$ cat src/rtl/daynight_ctrl.sv
// daynight_ctrl: day/night sequencer for the colour palette stage.
// The block counts score ticks through DAY and NIGHT. It fades between them
// one level per FADE_STEP frames, with L running from 0 up to 16 or back
// down. It produces a registered per-pixel night select, one cycle after
// DrawX/DrawY.
// Optional feature macro: DAYNIGHT_DITHER_EN
//   defined   -> 4x4 Bayer ordered dither: isnight = (t < L)
//   undefined -> hard switch at mid-fade: isnight = (L >= 8)
module daynight_ctrl #(
  parameter int DAY_TICKS   = 70,
  parameter int NIGHT_TICKS = 30,
  parameter int FADE_STEP   = 4
) (
  input  logic       Clk,
  input  logic       Reset_n,
  input  logic       frame_start,
  input  logic       score_tick,
  input  logic       game_reset,
  input  logic       pause,
  input  logic [9:0] DrawX,
  input  logic [9:0] DrawY,
  output logic       isnight,
  output logic [4:0] fade_level,
  output logic [1:0] state
);

  localparam int MAX_TICKS = (DAY_TICKS > NIGHT_TICKS) ? DAY_TICKS : NIGHT_TICKS;
  localparam int TW = $clog2(MAX_TICKS + 1);
  localparam int FW = $clog2(FADE_STEP + 1);
  localparam logic [TW-1:0] DAY_LIM   = TW'(DAY_TICKS);
  localparam logic [TW-1:0] NIGHT_LIM = TW'(NIGHT_TICKS);
  localparam logic [FW-1:0] STEP_LIM  = FW'(FADE_STEP);

  typedef enum logic [1:0] {
    ST_DAY      = 2'b00,
    ST_TO_NIGHT = 2'b01,
    ST_NIGHT    = 2'b10,
    ST_TO_DAY   = 2'b11
  } state_t;

  state_t        r_state;
  logic [4:0]    r_level;
  logic [TW-1:0] r_tick_cnt;
  logic [FW-1:0] r_frame_cnt;
  logic          r_isnight;

  logic [TW-1:0] w_tick_inc;
  logic [FW-1:0] w_frame_inc;
  logic          w_frame_done;
  logic          w_night_sel;

  assign w_tick_inc   = r_tick_cnt + 1'b1;
  assign w_frame_inc  = r_frame_cnt + 1'b1;
  assign w_frame_done = (w_frame_inc == STEP_LIM);

`ifdef DAYNIGHT_DITHER_EN
  logic [3:0] w_thresh;
  logic       w_unused_hi_bits;

  // Only the low two bits of each coordinate select the dither phase.
  assign w_unused_hi_bits = ^{DrawX[9:2], DrawY[9:2]};

  // 4x4 Bayer threshold lookup indexed by {row, column}.
  always_comb begin
    w_thresh = 4'd0;
    case ({DrawY[1:0], DrawX[1:0]})
      4'b00_00: w_thresh = 4'd0;
      4'b00_01: w_thresh = 4'd8;
      4'b00_10: w_thresh = 4'd2;
      4'b00_11: w_thresh = 4'd10;
      4'b01_00: w_thresh = 4'd12;
      4'b01_01: w_thresh = 4'd4;
      4'b01_10: w_thresh = 4'd14;
      4'b01_11: w_thresh = 4'd6;
      4'b10_00: w_thresh = 4'd3;
      4'b10_01: w_thresh = 4'd11;
      4'b10_10: w_thresh = 4'd1;
      4'b10_11: w_thresh = 4'd9;
      4'b11_00: w_thresh = 4'd15;
      4'b11_01: w_thresh = 4'd7;
      4'b11_10: w_thresh = 4'd13;
      4'b11_11: w_thresh = 4'd5;
      default:  w_thresh = 4'd0;
    endcase
  end

  assign w_night_sel = ({1'b0, w_thresh} < r_level);
`else
  logic w_unused_coords;

  // Coordinates are not needed when the switch is a flat mid-fade threshold.
  assign w_unused_coords = ^{DrawX, DrawY};
  assign w_night_sel     = (r_level >= 5'd8);
`endif

  // Sequencer: tick counting in DAY/NIGHT, frame-stepped level in the fades.
  always_ff @(posedge Clk or negedge Reset_n) begin
    if (!Reset_n) begin
      r_state     <= ST_DAY;
      r_level     <= 5'd0;
      r_tick_cnt  <= '0;
      r_frame_cnt <= '0;
    end else if (game_reset) begin
      r_state     <= ST_DAY;
      r_level     <= 5'd0;
      r_tick_cnt  <= '0;
      r_frame_cnt <= '0;
    end else if (!pause) begin
      case (r_state)
        ST_DAY: begin
          if (score_tick) begin
            if (w_tick_inc == DAY_LIM) begin
              r_tick_cnt <= '0;
              r_state    <= ST_TO_NIGHT;
            end else begin
              r_tick_cnt <= w_tick_inc;
            end
          end
        end
        ST_TO_NIGHT: begin
          if (frame_start) begin
            if (w_frame_done) begin
              r_frame_cnt <= '0;
              r_level     <= r_level + 5'd1;
              if (r_level == 5'd15) r_state <= ST_NIGHT;
            end else begin
              r_frame_cnt <= w_frame_inc;
            end
          end
        end
        ST_NIGHT: begin
          if (score_tick) begin
            if (w_tick_inc == NIGHT_LIM) begin
              r_tick_cnt <= '0;
              r_state    <= ST_TO_DAY;
            end else begin
              r_tick_cnt <= w_tick_inc;
            end
          end
        end
        ST_TO_DAY: begin
          if (frame_start) begin
            if (w_frame_done) begin
              r_frame_cnt <= '0;
              r_level     <= r_level - 5'd1;
              if (r_level == 5'd1) r_state <= ST_DAY;
            end else begin
              r_frame_cnt <= w_frame_inc;
            end
          end
        end
        default: r_state <= ST_DAY;
      endcase
    end
  end

  // Pixel select register; keeps running under pause so the picture stays live.
  always_ff @(posedge Clk or negedge Reset_n) begin
    if (!Reset_n) begin
      r_isnight <= 1'b0;
    end else if (game_reset) begin
      r_isnight <= 1'b0;
    end else begin
      r_isnight <= w_night_sel;
    end
  end

  assign isnight    = r_isnight;
  assign fade_level = r_level;
  assign state      = r_state;

endmodule

$ cat config.mk
export PLATFORM = sky130hd
export DESIGN_NAME = daynight_ctrl
export DESIGN_NICKNAME = d
export VERILOG_FILES = /design/src/rtl/daynight_ctrl.sv
export SDC_FILE = /design/constraint.sdc
export NUM_CORES = 1
export LEC_CHECK = 0
export CAP_MARGIN = 40
export CELL_PAD_IN_SITES_DETAIL_PLACEMENT = 0
export CELL_PAD_IN_SITES_GLOBAL_PLACEMENT = 2
export CORE_UTILIZATION = 26
export DETAILED_ROUTE_END_ITERATION = 8
export PLACE_DENSITY_LB_ADDON = 0.1
export SYNTH_ARGS = -nofsm -noshare
export SYNTH_HDL_FRONTEND = slang
export SYNTH_SLANG_ARGS = --single-unit
export TNS_END_PERCENT = 50
$ cat constraint.sdc
create_clock -name Clk -period 2.2 [get_ports Clk]
set_input_delay 0.55 -clock Clk [delete_from_list [all_inputs] [get_ports Clk]]
set_output_delay 0.55 -clock Clk [all_outputs]
set_load 0.01 [all_outputs]
==> qor.txt <==
# rows: 25
routed wire length: 3.18 mm
number of global-route vias before repair: 1124
Post-Syn Area: 1300 sq um
final antenna-violating net count: 0
core area: 4750 sq um
CP Max Fanout: 5
initial detailed-routing violation count: 38
Die Ht: 72.7 microns
worst slew pin tran: 0.421 ns
grt ovf: 0
ranking of synthesized cells by area: dfrtp_1, ha_1, nor2_1
Die X: 72.7 microns
ratio of cells with drive above 1 in the final layout: 0.169
ANT cells: 0
Compound-Gate Fraction of Synth Area: 0.170
I/O Pins: 34
Clock Sinks: 18
Final period util: 0.976
final std cells w/o fill: 233
via count: 1095
status: finished clean
first-pass GRT wire length: 5.44 mm
number of fill cells: 503
min Tclk post-route: 2.15 ns
number of vias per cell: 4.70
top-area cell type share of the netlist area: 0.346
Synth Area in Adders: 0.135
Netlist cell types: 39
mux share of post-synthesis cell area: 0.0308
Mapped Nets: 181
RSZ-0062 raised after global routing: yes
Final setup violation count: 0
All-Layer GR Usage: 0.136
synth-to-layout area growth: 27.8%
PortBufs: 13
largest family of logic cells by synthesized area: simple AND/OR/NAND/NOR gates
clk_lat worst skew: 0.26 ns
#FFs+latches synth: 18
Sequential Power Share: 0.530
P per Cell Area: 380 nW/um^2
Slew Limit Fails: 0
R2R setup slack: 0.05 ns
footprint of the multi-input gates: 800 sq um
Post-Synthesis Cells: 141
CTS Root Cell: clkbuf_8
Switch Pwr: 151 uW
Hold Buf Count CTS: 0
per-cell routed wire length: 13.7 microns
CP cell instances: buf_4 -> and3_1 -> o31a_1 -> or4_4 -> a221o_1 -> a211oi_2
placed cells: 230
H-tree depth: 1
kind of critical path: register to register
Post-Syn Area per Cell: 9.23 sq um
largest net degree at the start of global routing: 19
Slowest cell on crit path: or4_4
cell taking the most area after synthesis: dfrtp_1
clock network power share: 0.381
Setup Slack @ Placement: -0.105 ns
TritonRoute pass-1 iters: 4
effective utilization at floorplan: 0.274
CTS tree: yes
CTS max path bufs: 2
final worst-path setup slack: 0.0525 ns
max_slew headroom: 0.718
CP peak stage delay: 0.44 ns
total CTS buffers: 3
final net count: 208
YS warnings: 0
DP HPWL: 2.47 mm
Max Clk Rate: 466 MHz
Hold Crit Class: register to register
sw frac: 0.239
post-CTS setup buffers: 0
clk_skew: 0.00483 ns
initial antenna violation count: 0
internal power: 481 uW
DRC viols: 0
CP Capture Type: register
Max-Cap Viols: 0
most frequent cells in the layout: dfrtp_1, nor2_1, buf_4, ha_1, clkdlybuf4s50_1
commonest non-fill, non-tap cell in the layout: dfrtp_1
fraction of the yosys area taken by sequential cells: 0.346
die footprint: 5290 sq um
CP Data Required Time: 2.37 ns
Synth Area in Simple Gates: 0.194
Combinational Power Share: 0.089
Hold Vio Cnt, Final: 0
Worst EP arrival: 2.32 ns
Critical Path Start Type: register
register area: 450 sq um
maximum VDD drop: 0.000191 V
GP Congestion: 0.745
leakage power: 0.000710 uW
Synth Area in XOR/XNOR: 0.0606
clk slew on worst S/H paths: 0.08 ns
[through the flow]
step	util	hold slack (ns)	instance area, sq um	TNS, ns	total power [uW]
3_5_place_dp	0.334	0.543	1590	-0.105	397
3_3_place_gp	0.334	0.505	1590	-0.113	397
6_report	0.350	0.558	1660	0	632
5_1_grt	0.350	0.607	1660	-0.0279	658
2_1_floorplan	-	0.254	1300	0	360
4_1_cts	0.343	0.560	1630	0	640
[critical path, delay by kind of cell, from the launching register on]
family | cells | cell delay (ns)
compound gates | 3 | 0.82
simple gates | 2 | 0.65
flops | 1 | 0.41
buf+inv | 1 | 0.17
[per-layer routing]
layer  vias up  wire [microns]  global-route usage
met1       534            1380               0.158
met4         0              45              0.0545
met5         -               0                   0
li1        543               -                   -
met2        14            1690               0.247
met3         4              72              0.0235
[registers in the layout (all words and copies together), names as in the netlist]
name	count
r_frame_cnt	3
isnight	1
r_tick_cnt	7
fade_level	5
state	2
[timing repair]
item,CTS,global route
setup endpoints to repair,1,4
pin swaps,0,1
gates resized for setup,1,6
[power groups by stage]
stage / Clock (uW) / Combinational, uW / Sequential (uW)
floorplan: 0 / 17.7 / 343
global placement: 0 / 56.7 / 340
detailed placement: 0 / 56.6 / 340
CTS: 249 / 57.0 / 334
global route: 260 / 63.1 / 335
finish: 240 / 56.4 / 335
[cell type report]
cell class / count / share of cell area
Multi-Input combinational cell: 106 / 0.481
Sequential cell: 18 / 0.271
Timing Repair Buffer: 29 / 0.150
Tap cell: 67 / 0.0504
Clock buffer: 3 / 0.0248
Inverter: 10 / 0.0226
[final timing paths]
check	start	endpoint	cells after the start
setup / recovery	r_tick_cnt[0]$_DFFE_PN0P_	state[0]$_DFFE_PN0P_	6
hold / removal	r_frame_cnt[1]$_DFFE_PN0P_	r_frame_cnt[1]$_DFFE_PN0P_	2
setup reg to reg	r_tick_cnt[0]$_DFFE_PN0P_	state[0]$_DFFE_PN0P_	6
hold reg to reg	r_frame_cnt[1]$_DFFE_PN0P_	r_frame_cnt[1]$_DFFE_PN0P_	2
max in group asynchronous	Reset_n	r_tick_cnt[5]$_DFFE_PN0P_	2
min in group asynchronous	Reset_n	isnight$_DFF_PN0_	2
[logic make-up (layout without fill, tap and decap cells)]
logic type	count (synthesis)	count (layout)
AOI/OAI and AO/OA	31	31
buffers and inverters	17	42
and+or+nand+nor	48	48
muxes	4	4
xor gates and xnor gates	9	9
DFF	18	18
adders and majority gates	14	14
[cells in the mapped netlist]
cell       instances
nor4bb_1           1
xor2_1             3
nand2b_1           2
clkbuf_1           3
mux2i_1            4
a22o_1             1
or4_4              1
ha_1              14
a21oi_1            8
o31a_1             1
o221ai_1           2
o21a_1             1
nor3b_1            2
a31o_2             1
inv_1             10
nand2_2            1
buf_4              3
nand3_1            4
nand3_4            1
nand2_1            9
nor2_1            16
buf_6              1
or3_1              1
dfrtp_1           18
a221oi_1           1
a311oi_2           1
nand4b_1           1
nor3_1             4
xnor2_1            6
a2111oi_0          1
a21o_1             2
a221o_1            1
o21ai_0            5
a211oi_1           2
nor2b_1            3
and3_1             2
o211ai_1           2
o2111ai_1          1
o311ai_1           1
(Power assumes the default switching activity.)
